--- src/rtl/itr_retpc_arbiter_pkg.sv ---
// Shared types and constants for the interrupt return-PC write path
// (RAV / RAVW0 CSR writes from the JAL-overload logic).
package VX_gpu_pkg;

  localparam int ITR_NUM_WARPS = 4;
  localparam int ITR_XLEN      = 32;

  localparam logic [11:0] CSR_RAV   = 12'hBC0;
  localparam logic [11:0] CSR_RAVW0 = 12'hBC1;

  function automatic int log2up(input int n);
    return (n > 1) ? $clog2(n) : 1;
  endfunction

  localparam int ITR_NW_WIDTH = log2up(ITR_NUM_WARPS);

  typedef struct packed {
    logic [ITR_NW_WIDTH-1:0] wid;
    logic                    w0;
    logic [ITR_XLEN-1:0]     data;
  } itr_wr_t;

  typedef enum logic {
    WR_IDLE = 1'b0,
    WR_BUSY = 1'b1
  } wr_state_e;

endpackage

--- src/rtl/itr_retpc_arbiter_rr_arbiter.sv ---
// Generic round-robin arbiter: the search starts at a rotating pointer that
// moves just past each grant the consumer actually takes.
module VX_rr_arbiter
  import VX_gpu_pkg::*;
#(
  parameter int NUM_REQS    = 4,
  parameter int LOCK_ENABLE = 0,
  parameter int IDX_W       = log2up(NUM_REQS)
) (
  input  logic                clk,
  input  logic                reset_n,
  input  logic                clear,
  input  logic [NUM_REQS-1:0] requests,
  input  logic                grant_ready,
  output logic                grant_valid,
  output logic [IDX_W-1:0]    grant_index
);

  logic [IDX_W-1:0] rr_ptr_q;
  logic [IDX_W-1:0] rr_ptr_d;
  logic [IDX_W-1:0] start;

  // With locking, an unaccepted grant keeps priority until it is taken.
  if (LOCK_ENABLE != 0) begin : g_lock
    logic             held_q;
    logic [IDX_W-1:0] held_idx_q;
    always_ff @(posedge clk or negedge reset_n) begin
      if (!reset_n) begin
        held_q     <= 1'b0;
        held_idx_q <= '0;
      end else if (clear) begin
        held_q <= 1'b0;
      end else begin
        held_q <= grant_valid && !grant_ready;
        if (grant_valid && !grant_ready) held_idx_q <= grant_index;
      end
    end
    assign start = held_q ? held_idx_q : rr_ptr_q;
  end else begin : g_nolock
    assign start = rr_ptr_q;
  end

  always_comb begin
    int idx;
    idx         = 0;
    grant_valid = 1'b0;
    grant_index = '0;
    for (int k = NUM_REQS - 1; k >= 0; k--) begin
      idx = int'(start) + k;
      if (idx >= NUM_REQS) idx = idx - NUM_REQS;
      if (requests[idx]) begin
        grant_valid = 1'b1;
        grant_index = IDX_W'(idx);
      end
    end
  end

  assign rr_ptr_d = (int'(grant_index) == NUM_REQS - 1) ? '0 : grant_index + IDX_W'(1);

  always_ff @(posedge clk or negedge reset_n) begin
    if (!reset_n) begin
      rr_ptr_q <= '0;
    end else if (clear) begin
      rr_ptr_q <= '0;
    end else if (grant_valid && grant_ready) begin
      rr_ptr_q <= rr_ptr_d;
    end
  end

endmodule

--- src/rtl/itr_retpc_arbiter.sv ---
// Serializes per-warp overloaded-JAL return-PC captures onto the single
// RAV/RAVW0 CSR write port and tracks which warps have been serviced.
module itr_retpc_arbiter
  import VX_gpu_pkg::*;
#(
  parameter int WARP_CNT = ITR_NUM_WARPS,
  parameter int XLEN     = ITR_XLEN,
  parameter int NW_WIDTH = log2up(WARP_CNT)
) (
  input  logic                     clk,
  input  logic                     reset_n,
  input  logic [WARP_CNT-1:0]      req_valid,
  input  logic [WARP_CNT*XLEN-1:0] req_retpc,
  output logic [WARP_CNT-1:0]      req_ready,
  input  logic [WARP_CNT-1:0]      overload_en,
  input  logic [WARP_CNT-1:0]      active_wmask,
  input  logic                     clear,
  output logic                     csr_wr_valid,
  input  logic                     csr_wr_ready,
  output logic [NW_WIDTH-1:0]      csr_wr_wid,
  output logic                     csr_wr_w0,
  output logic [XLEN-1:0]          csr_wr_data,
  output logic [WARP_CNT-1:0]      served_mask,
  output logic                     all_served
);

  typedef struct packed {
    logic [NW_WIDTH-1:0] wid;
    logic                w0;
    logic [XLEN-1:0]     data;
  } wr_t;

  wr_state_e           state_q, state_d;
  wr_t                 wr_q, wr_d;
  logic [WARP_CNT-1:0] pending_q, pending_d;
  logic [WARP_CNT-1:0] served_q, served_d;
  logic                all_served_q, all_served_d;
  logic [XLEN-1:0]     pc_buf_q [WARP_CNT];

  logic [WARP_CNT-1:0] accept, in_flight, arb_req, done_mask;
  logic                csr_fire, can_load, grant_take, grant_valid;
  logic [NW_WIDTH-1:0] grant_index;

  assign csr_fire   = (state_q == WR_BUSY) && csr_wr_ready;
  assign can_load   = (state_q == WR_IDLE) || csr_fire;
  assign grant_take = grant_valid && can_load && !clear;
  assign done_mask  = csr_fire ? (WARP_CNT'(1) << wr_q.wid) : '0;
  assign in_flight  = (state_q == WR_BUSY) ? (WARP_CNT'(1) << wr_q.wid) : '0;
  assign arb_req    = pending_q & ~in_flight;

  // Served or non-overloading warps always complete; their JAL is simply dropped.
  assign req_ready = clear ? '0 : (~pending_q | ~overload_en | served_q);
  assign accept    = req_valid & req_ready & overload_en & ~served_q;

  VX_rr_arbiter #(
    .NUM_REQS   (WARP_CNT),
    .LOCK_ENABLE(0),
    .IDX_W      (NW_WIDTH)
  ) u_rr_arbiter (
    .clk        (clk),
    .reset_n    (reset_n),
    .clear      (clear),
    .requests   (arb_req),
    .grant_ready(grant_take),
    .grant_valid(grant_valid),
    .grant_index(grant_index)
  );

  always_comb begin
    state_d      = state_q;
    wr_d         = wr_q;
    pending_d    = (pending_q | accept) & ~done_mask;
    served_d     = served_q | done_mask;
    all_served_d = (active_wmask != '0) && (&(served_q | ~active_wmask));

    unique case (state_q)
      WR_IDLE: if (grant_take) state_d = WR_BUSY;
      WR_BUSY: if (csr_wr_ready) state_d = grant_take ? WR_BUSY : WR_IDLE;
      default: state_d = WR_IDLE;
    endcase

    if (grant_take) begin
      wr_d.wid  = grant_index;
      wr_d.w0   = (grant_index == '0);
      wr_d.data = pc_buf_q[grant_index];
    end

    // A restart drops any held write; the CSR side tolerates valid falling.
    if (clear) begin
      state_d      = WR_IDLE;
      pending_d    = '0;
      served_d     = '0;
      all_served_d = 1'b0;
    end
  end

  always_ff @(posedge clk or negedge reset_n) begin
    if (!reset_n) begin
      state_q      <= WR_IDLE;
      wr_q         <= '0;
      pending_q    <= '0;
      served_q     <= '0;
      all_served_q <= 1'b0;
      for (int i = 0; i < WARP_CNT; i++) pc_buf_q[i] <= '0;
    end else begin
      state_q      <= state_d;
      wr_q         <= wr_d;
      pending_q    <= pending_d;
      served_q     <= served_d;
      all_served_q <= all_served_d;
      for (int i = 0; i < WARP_CNT; i++) begin
        if (accept[i]) pc_buf_q[i] <= req_retpc[i*XLEN +: XLEN];
      end
    end
  end

  assign csr_wr_valid = (state_q == WR_BUSY);
  assign csr_wr_wid   = wr_q.wid;
  assign csr_wr_w0    = wr_q.w0;
  assign csr_wr_data  = wr_q.data;
  assign served_mask  = served_q;
  assign all_served   = all_served_q;

endmodule

--- config.mk ---
export PLATFORM = sky130hd
export DESIGN_NAME = itr_retpc_arbiter
export DESIGN_NICKNAME = d
export VERILOG_FILES = /design/src/rtl/itr_retpc_arbiter_pkg.sv /design/src/rtl/itr_retpc_arbiter_rr_arbiter.sv /design/src/rtl/itr_retpc_arbiter.sv
export SDC_FILE = /design/constraint.sdc
export NUM_CORES = 1
export LEC_CHECK = 0
export ABC_AREA = 1
export BUFFER_PORTS_ARGS = -buffer_cell sky130_fd_sc_hd__buf_2
export CORE_UTILIZATION = 60
export CTS_BUF_LIST = sky130_fd_sc_hd__clkbuf_8
export DETAILED_ROUTE_END_ITERATION = 10
export MAX_ROUTING_LAYER = met4
export PLACE_DENSITY_LB_ADDON = 0.1
export SYNTH_ARGS = -nofsm -noshare
export SYNTH_HDL_FRONTEND = slang
export SYNTH_SLANG_ARGS = --single-unit
--- constraint.sdc ---
create_clock -name clk -period 4.6 [get_ports clk]
set_clock_uncertainty 0.1 [all_clocks]
set_input_delay 0.23 -clock clk [delete_from_list [all_inputs] [get_ports clk]]
set_output_delay 0.23 -clock clk [all_outputs]
set_load 0.005 [all_outputs]
==> impl_results.rst, run 1 <==
.. list-table::
   :header-rows: 1

   * - Metric
     - Value
   * - Share of post-route cells with drive strength above 1
     - between 20% and 30%
   * - EDFF count, synth
     - 0
   * - Element type at the critical path end
     - flip-flop
   * - Vias
     - ~7600
   * - Outcome
     - finished, final reports clean
   * - Setup Fix Bufs, Post-CTS
     - 0
   * - Post-synthesis cell count
     - 930
   * - Required arrival time at the worst endpoint
     - roughly 4.9 ns
   * - Post-synth top flop
     - sky130_fd_sc_hd__dfrtp_1
   * - Hold-critical path depth
     - 2
   * - Endpoint with the worst hold slack
     - served_mask[3]$_DFF_PN0_
   * - Cell variety after synth
     - 32
   * - Iteration-0 DRC count of the detailed router
     - 775
   * - Clock latency on the worst-skew pair
     - 0.46 ns
   * - Sum of overflow across all layers after global routing
     - 0
   * - Worst slew slack as a fraction of its limit
     - about a quarter
   * - Vias in the first global route
     - approximately 7600
   * - Setup repair after global routing missed its margin
     - false
   * - Worst path arrival time
     - approximately 3.6 ns
   * - Power per cell area
     - 448 nW/µm²
   * - Largest cells by area after synthesis
     - sky130_fd_sc_hd__dfrtp_1 55%, sky130_fd_sc_hd__nand2_1 8.2%, sky130_fd_sc_hd__a21oi_1 6.7%, sky130_fd_sc_hd__nand3_1 6.1%, sky130_fd_sc_hd__inv_1 5.8%
   * - Final setup viols
     - 0
   * - Max-slew violation count
     - 0
   * - Slew at the pin with the worst max-slew slack
     - 1.10 ns
   * - Crit path time final
     - approximately 3.3 ns
   * - Detailed-router iteration count before antenna repair
     - 7
   * - Synth-to-layout area growth
     - 32.8%
   * - Number of core rows
     - between 40 and 50
   * - Static Leak
     - 0.00552 µW
   * - Startpoint of the most critical hold path
     - clear
   * - Die span in y
     - approximately 120 µm
   * - Initial Util
     - a little over three fifths
   * - Maximum root-to-sink buffer count
     - 2
   * - Buffers on Ports
     - between 150 and 200
   * - Overall routed net length
     - roughly 23000 µm
   * - Sequential standard cell area
     - ~4400 µm²
   * - Sink Count
     - roughly 180
   * - Hold Worst Slack
     - around 0.035 ns
   * - Length in cells of the worst reg-to-reg path
     - 13
   * - Global-route usage over all layers
     - approximately 36%
   * - Cell with the largest stage delay on the worst path
     - sky130_fd_sc_hd__nand2_4
   * - Min-delay worst type
     - in -> reg
   * - Post-synth ARST share
     - 100%
   * - RD Place Congestion
     - between 0.9 and 1
   * - Dominant cell type by area after synthesis
     - sky130_fd_sc_hd__dfrtp_1
   * - Num CTS Buffers
     - 17
   * - Number of flip-flops and latches in the synthesized netlist
     - 175
   * - First-pass GRT wire length
     - between 30000 and 40000 µm
   * - Peak supply drop
     - 0.298 mV
   * - Maximum single-stage delay on the critical path
     - 0.74 ns
   * - Post-DRT Antenna Nets
     - 0
   * - Syn nets
     - roughly 1100
   * - Count of filler cells inserted in the layout
     - 811
   * - R2r endpoint
     - csr_wr_w0$_DFFE_PN0P_
   * - Hold violation count in the final report
     - 0
   * - Ports placed on the boundary
     - between 150 and 200
   * - Dominant delay contributor by cell family on the critical path
     - simple AND/OR/NAND/NOR gates
   * - Maximum number of pins on one net before global-route repair
     - a little over 100
   * - Most frequent standard cell in the layout excluding fill and tap cells
     - sky130_fd_sc_hd__buf_2
   * - Final core utilization
     - between 80 and 90%
   * - Worst reg-to-reg setup slack
     - ~1.3 ns
   * - Most common cell on crit path
     - sky130_fd_sc_hd__nand2_1
   * - Share of the clock period used by the worst path
     - slightly above 70%
   * - Summed negative setup slack over all endpoints
     - 0 ns
   * - Clock tree from TritonCTS
     - yes
   * - Syn. warnings
     - 0
   * - Count of nets after finishing
     - between 1000 and 1500
   * - Number of levels in the clock H-tree
     - 4
   * - Placeable core region
     - 12800 µm²
   * - Critical path fanouts, max
     - 63
   * - DRC Markers
     - 0
   * - Clock-pin slew reported for the worst setup and hold paths after clock tree synthesis
     - roughly 0.090 ns
   * - Commonest cells after routing, fill and taps aside
     - 187 x sky130_fd_sc_hd__buf_2, 176 x sky130_fd_sc_hd__nand2_1, 175 x sky130_fd_sc_hd__dfrtp_1
   * - Buffer type at the clock tree root
     - sky130_fd_sc_hd__clkbuf_8
   * - DIE WIDTH
     - 118 µm
   * - Synth Cell Area
     - ~8000 µm²
   * - HPWL after detailed placement
     - about 13000 µm
   * - Multi-input logic area
     - ~2900 µm²
   * - Portion of the post-synthesis area used by sequential elements
     - a little over half
   * - Detailed-route wire length per cell
     - 16.4 µm
   * - Via density
     - between 5 and 6
   * - Type of origin of the critical path
     - flip-flop
   * - Count of maximum capacitance violations
     - 0
   * - Beginning of the worst register-to-register path
     - u_rr_arbiter.rr_ptr_q[0]$_DFFE_PN0P_
   * - Peak Freq
     - 302 MHz
   * - Series of cell instances along the critical path
     - inv_1, nand3_1, nand2_1, nand2_1, nand2_1, inv_2, nand2_1, nand3_2, nand2_4, inv_2, ha_1, nand2_1, nand2_1
   * - Mean cell area of the mapped netlist
     - roughly 8.6 µm²
   * - Synth top area share
     - about 55%
   * - Total Die Area
     - 13800 µm²
   * - Combined buffer and inverter count along the critical path
     - 3
   * - CP Class
     - reg -> reg
   * - Initial antenna violation count
     - 2
[cell type report]
cell class	instances	area share [%]
timing repair buffer	327	21.8
inverter	127	4.48
sequential	175	41.2
antenna	2	0.0470
tap	172	2.02
multi-input combinational	576	27.2
clock inverter	10	0.447
clock buffer	22	2.85
[stage by stage]
stage | worst slack [ns] | power, µW | area [µm²] | instances
after global routing | 1.00 | 5070 | 10600 | 1411
after CTS | 1.35 | 4720 | 10600 | 1409
after detailed placement | 1.40 | 3690 | 8970 | 1246
after floorplan | 2.55 | 3210 | 8010 | 930
after global placement | 1.50 | 3630 | 8970 | 1246
final | 1.29 | 4770 | 10600 | 1411
[flip-flops by register name, indices dropped and copies added, names as in the netlist]
register	count
u_rr_arbiter.rr_ptr_q	2
csr_wr_wid	2
csr_wr_valid	1
pending_q	4
csr_wr_data	32
all_served	1
csr_wr_w0	1
served_mask	4
pc_buf_q	128
[timing repair]
item / 4_1_cts / 5_1_grt
hold buffers: 131 / 0
gates resized for setup: 0 / 0
hold endpoints to repair: 227 / 0
[cells in the mapped netlist (5+ instances only)]
cell	instances
sky130_fd_sc_hd__a211oi_1	5
sky130_fd_sc_hd__a21oi_1	107
sky130_fd_sc_hd__a31oi_1	5
sky130_fd_sc_hd__buf_1	8
sky130_fd_sc_hd__buf_2	17
sky130_fd_sc_hd__buf_4	6
sky130_fd_sc_hd__clkbuf_1	17
sky130_fd_sc_hd__dfrtp_1	175
sky130_fd_sc_hd__inv_1	124
sky130_fd_sc_hd__mux2_2	23
sky130_fd_sc_hd__nand2_1	176
sky130_fd_sc_hd__nand3_1	97
sky130_fd_sc_hd__nor2_1	121
sky130_fd_sc_hd__o211ai_2	19
[power by group]
| group | switching [µW] | total (µW) | leakage, µW | internal (µW) |
|---|---|---|---|---|
| combinational | 1000 | 1640 | 0.00332 | 639 |
| sequential | 218 | 2170 | 0.00200 | 1950 |
| clock | 525 | 958 | 0.000205 | 433 |
| total | 1740 | 4770 | 0.00552 | 3020 |
[layer usage]
| metal | GRT usage (%) | part of all wire (%) | vias up |
|---|---|---|---|
| met2 | 57.1 | 48 | 387 |
| li1 | - | - | 3544 |
| met4 | 14.3 | 3.1 | 0 |
| met3 | 7.17 | 7.5 | 69 |
| met1 | 45.5 | 41 | 3564 |
| met5 | - | 0 | - |
[how the worst max path moves through the flow]
stage	from	to	cells after the start
floorplan	u_rr_arbiter.rr_ptr_q[0]$_DFFE_PN0P_	u_rr_arbiter.rr_ptr_q[1]$_DFFE_PN0P_	15
global placement	u_rr_arbiter.rr_ptr_q[0]$_DFFE_PN0P_	csr_wr_w0$_DFFE_PN0P_	13
detailed placement	u_rr_arbiter.rr_ptr_q[0]$_DFFE_PN0P_	csr_wr_w0$_DFFE_PN0P_	13
CTS	u_rr_arbiter.rr_ptr_q[0]$_DFFE_PN0P_	csr_wr_w0$_DFFE_PN0P_	13
global route	u_rr_arbiter.rr_ptr_q[0]$_DFFE_PN0P_	csr_wr_w0$_DFFE_PN0P_	13
finish	u_rr_arbiter.rr_ptr_q[0]$_DFFE_PN0P_	csr_wr_w0$_DFFE_PN0P_	13
[worst register-to-register path: cells and delay by family, from the launching register on]
family / cells / cell delay (ns)
and+or+nand+nor: 9 / 1.68
buffers and inverters: 3 / 0.64
DFF: 1 / 0.49
adders and majority gates: 1 / 0.31
[kinds of logic (layout without fill, tap and decap cells)]
kind of cell | count (synthesis) | after routing | share of synthesized area [%]
AOI/OAI and AO/OA | 145 | 145 | 11.3
and+or+nand+nor | 405 | 405 | 21.1
other | 0 | 2 | 0
muxes | 23 | 23 | 3.23
xor gates and xnor gates | 1 | 1 | 0.109
adders and majority gates | 2 | 2 | 0.312
buffers and inverters | 179 | 486 | 9.26
DFF | 175 | 175 | 54.7
(Power assumes the default switching activity.)
==> run 2, diff against run 1 <==
Settings changed: ABC_AREA 1 to 0, CORE_UTILIZATION 60 to 50.
Clock period 4.6 ns to 2.8 ns, I/O delays scaled along.
==> run 2 against run 1 <==
- the flow now finishes with violations (design-rule violations)
- sequential power is 71% higher
- cell count is 24% lower
- worst hold slack better by 0.0013 ns
- area after synthesis is 4.6% lower
- synthesized cell count is 40% lower
- largest power group unchanged
==> impl_results.rst, run 2 <==
.. list-table::
   :header-rows: 1

   * - Metric
     - Value
   * - Outcome
     - finished, violations left
   * - Failing checks
     - design-rule violations
   * - Sum of overflow across all layers after global routing
     - 0 (unchanged)
   * - Static Leak
     - 0.00508 µW (-7.9%)
   * - Power per cell area
     - 723 nW/µm² (+61%)
   * - Synth Cell Area
     - 7640 µm² (-4.6%)
   * - Overall routed net length
     - 20600 µm (-11%)
   * - Peak supply drop
     - 0.445 mV (+49%)
   * - Share of the clock period used by the worst path
     - 89.0% (+17 points)
   * - Die span in y
     - 126 µm (+6.9%)
   * - Peak Freq
     - 401 MHz (+33%)
   * - Synth top area share
     - 57.3% (+2.6 points)
   * - First-pass GRT wire length
     - 33100 µm (-12%)
   * - Final setup viols
     - 0 (unchanged)
   * - Share of post-route cells with drive strength above 1
     - 42.2% (+20 points)
   * - Summed negative setup slack over all endpoints
     - 0 ns (unchanged)
   * - Sequential standard cell area
     - 4380 µm² (unchanged)
   * - Register containing the most flip-flops in the final layout
     - pc_buf_q
   * - Iteration-0 DRC count of the detailed router
     - 329 (-58%)
   * - Count of nets after finishing
     - 1023 (-25%)
   * - Syn. warnings
     - 0 (unchanged)
   * - Initial antenna violation count
     - 0 (-2)
   * - HPWL after detailed placement
     - 12000 µm (-9.7%)
   * - Detailed-route wire length per cell
     - 19.1 µm (+17%)
   * - Worst path arrival time
     - 2.75 ns (-0.81 ns)
   * - Setup repair after global routing missed its margin
     - false
   * - Count of filler cells inserted in the layout
     - 1012 (+25%)
   * - Initial Util
     - 52.0% (-10 points)
   * - Via density
     - 5.38 (+0.42%)
   * - Post-DRT Antenna Nets
     - 0 (unchanged)
   * - Detailed-router iteration count before antenna repair
     - 8 (+1)
   * - Maximum root-to-sink buffer count
     - 2 (unchanged)
   * - Place WS
     - 0.106 ns (-1.29 ns)
   * - Min-delay worst type
     - in -> async
   * - Clock tree from TritonCTS
     - yes
   * - Vias in the first global route
     - 6338 (-17%)
   * - Cell variety after synth
     - 37 (+16%)
   * - DRC Markers
     - 24 (+24)
   * - Maximum number of pins on one net before global-route repair
     - 67 (-34%)
   * - Setup Fix Bufs, Post-CTS
     - 0 (unchanged)
   * - Global-route usage over all layers
     - 28.2% (-7.7 points)
   * - Post-synth ARST share
     - 100% (unchanged)
   * - Post-synth top cells
     - 175 x sky130_fd_sc_hd__dfrtp_1, 123 x sky130_fd_sc_hd__mux2_2, 64 x sky130_fd_sc_hd__mux2i_1, 42 x sky130_fd_sc_hd__nand2_1, 22 x sky130_fd_sc_hd__o221ai_1
   * - Required arrival time at the worst endpoint
     - 3.05 ns (-1.80 ns)
   * - Hold violation count in the final report
     - 0 (unchanged)
   * - Dominant cell type by area after synthesis
     - sky130_fd_sc_hd__dfrtp_1
   * - Sink Count
     - 175 (unchanged)
   * - Buffer type at the clock tree root
     - sky130_fd_sc_hd__clkbuf_8
   * - Slew at the pin with the worst max-slew slack
     - 0.570 ns (-0.532 ns)
   * - Clock latency on the worst-skew pair
     - 0.46 ns (about the same)
   * - Mean cell area of the mapped netlist
     - 13.7 µm² (+59%)
   * - EDFF count, synth
     - 0 (unchanged)
   * - CP Class
     - reg -> reg
   * - DIE WIDTH
     - 126 µm (+6.9%)
   * - Vias
     - 5787 (-23%)
   * - Syn nets
     - 703 (-35%)
   * - Max-slew violation count
     - 0 (unchanged)
   * - Multiplexer fraction of the synthesized cell area
     - 27.4% (+24 points)
   * - Critical path fanouts, max
     - 34 (-46%)
   * - Commonest cells after routing, fill and taps aside
     - 187 x sky130_fd_sc_hd__buf_2, 175 x sky130_fd_sc_hd__dfrtp_1, 142 x sky130_fd_sc_hd__dlygate4sd3_1
   * - Crit path time final
     - 2.49 ns (-0.823 ns)
   * - Synth-to-layout area growth
     - 38.0%
   * - Largest cells by area after synthesis
     - sky130_fd_sc_hd__dfrtp_1 57%, sky130_fd_sc_hd__mux2_2 18%, sky130_fd_sc_hd__mux2i_1 8.4%, sky130_fd_sc_hd__o221ai_1 2.5%, sky130_fd_sc_hd__nand2_1 2.1%
   * - Num CTS Buffers
     - 17 (unchanged)
   * - Most frequently used cell type in the post-synthesis netlist
     - sky130_fd_sc_hd__dfrtp_1
   * - Clock-pin slew reported for the worst setup and hold paths after clock tree synthesis
     - 0.10 ns (about the same)
   * - Type of origin of the critical path
     - flip-flop
   * - Total Die Area
     - 15800 µm² (+14%)
   * - Number of flip-flops and latches in the synthesized netlist
     - 175 (unchanged)
   * - Largest family of logic cells by synthesized area
     - multiplexers
   * - Ports placed on the boundary
     - 189 (unchanged)
   * - Element type at the critical path end
     - flip-flop
   * - Setup ws final
     - 0.309 ns (-0.977 ns)
   * - Number of levels in the clock H-tree
     - 4 (unchanged)
   * - Worst slew slack as a fraction of its limit
     - 62.0% (+36 points)
   * - Area fraction in and, or, nand and nor cells after synthesis
     - 4.96% (-16 points)
   * - Post-synthesis cell count
     - 557 (-40%)
   * - Total non-filler cell area in the finished layout
     - 10500 µm² (-0.85%)
   * - Buffers on Ports
     - 188 (unchanged)
   * - Multi-input logic area
     - 3010 µm² (+4.2%)
   * - Portion of the post-synthesis area used by sequential elements
     - 57.3% (+2.6 points)
   * - Synth Area in Adders
     - 0.327% (+0.015 points)
   * - Most frequent standard cell in the layout excluding fill and tap cells
     - sky130_fd_sc_hd__buf_2
   * - Post-synth top flop
     - sky130_fd_sc_hd__dfrtp_1
   * - Count of maximum capacitance violations
     - 0 (unchanged)
   * - Placeable core region
     - 14700 µm² (+15%)
   * - Parity-gate share of the synthesized area counting xor and xnor cells
     - 0% (-0.11 points)
   * - Total power
     - 7630 µW (+60%)
   * - Post-synthesis compound-gate area fraction
     - 6.45% (-4.9 points)
   * - Number of core rows
     - 44 (+7.3%)
   * - Flip-flop count of the largest register after layout
     - 128 (unchanged)
   * - Dpl cell area
     - 8730 µm² (-2.7%)
   * - RD Place Congestion
     - 0.804 (-15%)
[run 2: changes by cell type after synthesis, sizes merged, moves of 64 or more]
cell and change:
nand2 -136, mux2i +64, a21oi -95, nand3 -96
inv -117, nor2 -110, mux2 +106
[run 2: critical path, stage by stage, from the launching register on]
cell,delay [ns]
sky130_fd_sc_hd__dfrtp_1,0.49
sky130_fd_sc_hd__or3b_1,0.44
sky130_fd_sc_hd__nand2_1,0.09
sky130_fd_sc_hd__and4_1,0.21
sky130_fd_sc_hd__a211o_2,0.23
sky130_fd_sc_hd__buf_4,0.43
sky130_fd_sc_hd__mux2_2,0.38
[run 2: metal layers]
metal	vias up	GRT usage (%)	part of all wire [%]
met5	-	-	0
met4	0	7.82	1.0
met3	17	7.22	5.1
met2	183	45.8	49
met1	2944	35.0	45
li1	2643	-	-
[run 2: repair_timing]
item                                   4_1_cts  5_1_grt
gates resized for setup                      0        2
setup endpoints to repair                    0       29
hold buffers                               142        0
endpoints found under the hold margin      313        0
[run 2: per-stage QoR]
stage / utilization (%) / hold WS (ns) / cells
final: 71.8 / 0.0360 / 1075
after global routing: 71.7 / 0.0287 / 1074
after CTS: 71.7 / 0.0189 / 1074
after detailed placement: 59.4 / -0.0423 / 900
after global placement: 59.4 / -0.0451 / 900
after floorplan: - / -0.256 / 557
[run 2: area by class of cell]
| class | count | share of cell area (%) |
|---|---|---|
| Multi-Input combinational cell | 333 | 28.6 |
| Inverter | 10 | 0.356 |
| Clock buffer | 19 | 2.48 |
| Sequential cell | 175 | 41.5 |
| Clock inverter | 13 | 1.22 |
| Timing Repair Buffer | 340 | 23.6 |
| Tap cell | 184 | 2.18 |
| Antenna cell | 1 | 0.0237 |
[run 2: kinds of logic (layout without fill, tap and decap cells)]
logic type	Yosys count	after routing
mux	193	193
flops	175	175
simple gates	82	82
compound gates	56	56
buf+inv	49	382
fa+ha+maj	2	2
other cells	0	1
[run 2: report_power, final]
group	switching [µW]	total (µW)	leakage [µW]	internal, µW
Combinational	981	2170	0.00278	1190
Sequential	460	3710	0.00211	3250
Clock	976	1750	0.000193	770
[run 2: worst paths after layout]
kind / from / end / slack (ns) / cells after the start
max: csr_wr_wid[1]$_DFFE_PN0P_ / csr_wr_w0$_DFFE_PN0P_ / 0.31 / 6
min: reset_n / pc_buf_q[63]$_DFFE_PN0P_ / 0.04 / 2
max reg2reg: csr_wr_wid[1]$_DFFE_PN0P_ / csr_wr_w0$_DFFE_PN0P_ / 0.31 / 6
min reg2reg: csr_wr_data[0]$_DFFE_PN0P_ / csr_wr_data[0]$_DFFE_PN0P_ / 0.39 / 2
max in group asynchronous: reset_n / pc_buf_q[22]$_DFFE_PN0P_ / 1.72 / 3
min in group clk: req_retpc[41] / pc_buf_q[73]$_DFFE_PN0P_ / 0.34 / 3
==> run 3, diff against run 2 <==
Settings changed: PLACE_DENSITY set to 0.9, PLACE_DENSITY_LB_ADDON 0.1 to not set.
==> run 3 against run 2 <==
- the flow still finishes with violations (design-rule violations)
- first-iteration DRC count rose by 30%
- critical path depth did not move
- design area rose by 0.18%
- highest routed layer unchanged
- via count rose by 2.5%
- critical path type unchanged
==> impl_results.rst, run 3 (synthesis results as in run 2) <==
.. list-table::
   :header-rows: 1

   * - Metric
     - Value
   * - Outcome
     - finished, violations left
   * - Failing checks
     - design-rule violations
   * - Summed negative setup slack over all endpoints
     - 0 ns (unchanged)
   * - Ports placed on the boundary
     - 189 (unchanged)
   * - Critical path fanouts, max
     - 32 (-5.9%)
   * - Slew at the pin with the worst max-slew slack
     - 0.796 ns (+0.227 ns)
   * - Most used routing layer in global routing
     - met2
   * - Most frequent standard cell in the layout excluding fill and tap cells
     - sky130_fd_sc_hd__buf_2
   * - Static Leak
     - 0.00509 µW (about the same)
   * - Vias
     - 5930 (+2.5%)
   * - Met2 Resource Use GR
     - 51.5% (+5.8 points)
   * - Clock latency on the worst-skew pair
     - 0.45 ns (about the same)
   * - Count of maximum capacitance violations
     - 0 (unchanged)
   * - Detailed-router iteration count before antenna repair
     - 10 (+2)
   * - Element type at the critical path end
     - flip-flop
   * - Flip-flop count of the largest register after layout
     - 128 (unchanged)
   * - Count of nets after finishing
     - 1025 (+0.20%)
   * - Global-route usage over all layers
     - 30.0% (+1.9 points)
   * - Final core utilization
     - 71.9% (+0.13 points)
   * - First-pass GRT wire length
     - 34800 µm (+5.3%)
   * - Setup repair after global routing missed its margin
     - false
   * - Peak Freq
     - 387 MHz (-3.5%)
   * - Hold violation count in the final report
     - 0 (unchanged)
   * - Worst reg-to-reg setup slack
     - 0.22 ns (-0.09 ns)
   * - Buffers on Ports
     - 188 (unchanged)
   * - Num CTS Buffers
     - 17 (unchanged)
   * - Crit path time final
     - 2.58 ns (+0.0905 ns)
   * - Vias in the first global route
     - 6464 (+2.0%)
   * - Max-slew violation count
     - 0 (unchanged)
   * - Min-delay worst type
     - in -> async
   * - Final setup viols
     - 0 (unchanged)
   * - Switching power as a share of total power
     - 31.6% (-0.037 points)
   * - Maximum number of pins on one net before global-route repair
     - 83 (+24%)
   * - DRC Markers
     - 11 (-54%)
   * - RD Place Congestion
     - 0.828 (+2.9%)
   * - Via density
     - 5.51 (+2.4%)
   * - Worst path arrival time
     - 2.76 ns (about the same)
   * - Number of levels in the clock H-tree
     - 4 (unchanged)
   * - Sink Count
     - 175 (unchanged)
   * - Met3 layer usage reported by global route
     - 4.76% (-2.5 points)
   * - Required arrival time at the worst endpoint
     - 2.98 ns (-0.07 ns)
   * - Synth-to-layout area growth
     - 38.2%
   * - Proportion of power drawn by flip-flops and latches
     - 48.6% (about the same)
   * - Share of post-route cells with drive strength above 1
     - 42.2% (-0.047 points)
   * - Count of filler cells inserted in the layout
     - 887 (-12%)
   * - Peak supply drop
     - 0.574 mV (+29%)
   * - Initial Util
     - 52.0% (unchanged)
   * - Number of core rows
     - 44 (unchanged)
   * - Commonest cells after routing, fill and taps aside
     - 187 x sky130_fd_sc_hd__buf_2, 175 x sky130_fd_sc_hd__dfrtp_1, 142 x sky130_fd_sc_hd__dlygate4sd3_1
   * - Fraction of met1 tracks used by global routing
     - 34.1% (-0.89 points)
   * - Power per cell area
     - 732 nW/µm² (+1.2%)
   * - Clock network fraction of total power
     - 22.8% (about the same)
   * - Post-DRT Antenna Nets
     - 0 (unchanged)
   * - Die span in y
     - 126 µm (unchanged)
   * - Net switching component of the power
     - 2450 µW (+1.2%)
   * - Fraction of power consumed by combinational cells
     - 28.5% (about the same)
   * - Iteration-0 DRC count of the detailed router
     - 429 (+30%)
   * - Clock tree from TritonCTS
     - yes
   * - DIE WIDTH
     - 126 µm (unchanged)
   * - Register containing the most flip-flops in the final layout
     - pc_buf_q
   * - Placeable core region
     - 14700 µm² (unchanged)
   * - CP Class
     - reg -> reg
   * - Maximum root-to-sink buffer count
     - 2 (unchanged)
   * - Clock-pin slew reported for the worst setup and hold paths after clock tree synthesis
     - 0.09 ns (about the same)
   * - HPWL after detailed placement
     - 12100 µm (+0.75%)
   * - Internal power summed over all cells
     - 5290 µW (+1.4%)
   * - Initial antenna violation count
     - 1 (+1)
   * - Buffer type at the clock tree root
     - sky130_fd_sc_hd__clkbuf_8
   * - Worst slew slack as a fraction of its limit
     - 46.9% (-15 points)
   * - Share of the clock period used by the worst path
     - 92.2% (+3.2 points)
   * - Total Die Area
     - 15800 µm² (unchanged)
   * - Type of origin of the critical path
     - flip-flop
   * - Overall routed net length
     - 22000 µm (+7.1%)
   * - Sum of overflow across all layers after global routing
     - 0 (unchanged)
   * - Detailed-route wire length per cell
     - 20.5 µm (+7.0%)
-- run 3: cell types whose count changed in the layout (fill, tap and decap cells not counted), sizes merged --
| cell | delta |
|---|---|
| inv | -4 |
| buf | +2 |
| bufinv | +1 |
| clkinvlp | +2 |
-- run 3: metrics by stage --
step / cell area, µm² / hold slack (ns) / instances / setup WS, ns / total power, µW
detailed placement: 8740 / 0.0427 / 902 / 0.197 / 5720
global placement: 8740 / 0.0479 / 902 / 0.342 / 5620
global route: 10600 / 0.189 / 1076 / 0.0551 / 8110
CTS: 10600 / 0.118 / 1075 / 0.192 / 7630
finish: 10600 / 0.172 / 1076 / 0.218 / 7730
floorplan: 7640 / -0.256 / 557 / 0.604 / 4940
-- run 3: cell type report --
cell class	instances	area [µm²]	area share, %
Tap cell	184	230	2.18
Multi-Input combinational cell	333	3010	28.5
Timing Repair Buffer	342	2510	23.7
Clock inverter	12	136	1.29
Clock buffer	19	262	2.47
Antenna cell	1	2.50	0.0237
Sequential cell	175	4380	41.4
Inverter	10	37.5	0.355
-- run 3: path summary, 6_finish.rpt --
| check | depth (start not counted) | start | end |
|---|---|---|---|
| setup / recovery | 6 | csr_wr_wid[0]$_DFFE_PN0P_ | csr_wr_data[9]$_DFFE_PN0P_ |
| hold / removal | 2 | reset_n | pc_buf_q[38]$_DFFE_PN0P_ |
| setup reg to reg | 6 | csr_wr_wid[0]$_DFFE_PN0P_ | csr_wr_data[9]$_DFFE_PN0P_ |
| hold reg to reg | 2 | csr_wr_data[17]$_DFFE_PN0P_ | csr_wr_data[17]$_DFFE_PN0P_ |
| max in group asynchronous | 3 | reset_n | u_rr_arbiter.rr_ptr_q[1]$_DFFE_PN0P_ |
| min in group clk | 3 | req_retpc[20] | pc_buf_q[116]$_DFFE_PN0P_ |
-- run 3: layer usage --
metal | wire length [µm] | share of wire (%)
met1 | 8630 | 39
met2 | 11600 | 52
met3 | 931 | 4.2
met4 | 921 | 4.2
met5 | 0 | 0
-- run 3: what timing repair did --
item                       4_1_cts  5_1_grt
hold buffers                   142        0
setup buffers                    0        0
gates resized for setup          0        1
setup endpoints to repair        0        1
hold endpoints to repair       195        0
-- run 3: worst max-delay path: stages, from the launching register on --
cell                       delay (ns)
sky130_fd_sc_hd__dfrtp_1         0.51
sky130_fd_sc_hd__or3b_1          0.44
sky130_fd_sc_hd__nand2_1         0.09
sky130_fd_sc_hd__and4_1          0.22
sky130_fd_sc_hd__a211o_1         0.16
sky130_fd_sc_hd__or2b_2          0.63
sky130_fd_sc_hd__o221ai_1        0.25
-- run 3: power groups by stage --
| stage | registers, µW | clock network (µW) | logic (µW) |
|---|---|---|---|
| floorplan | 3630 | 0 | 1320 |
| global placement | 3720 | 0 | 1900 |
| detailed placement | 3750 | 0 | 1970 |
| CTS | 3710 | 1780 | 2140 |
| global route | 3830 | 1900 | 2380 |
| finish | 3760 | 1770 | 2210 |
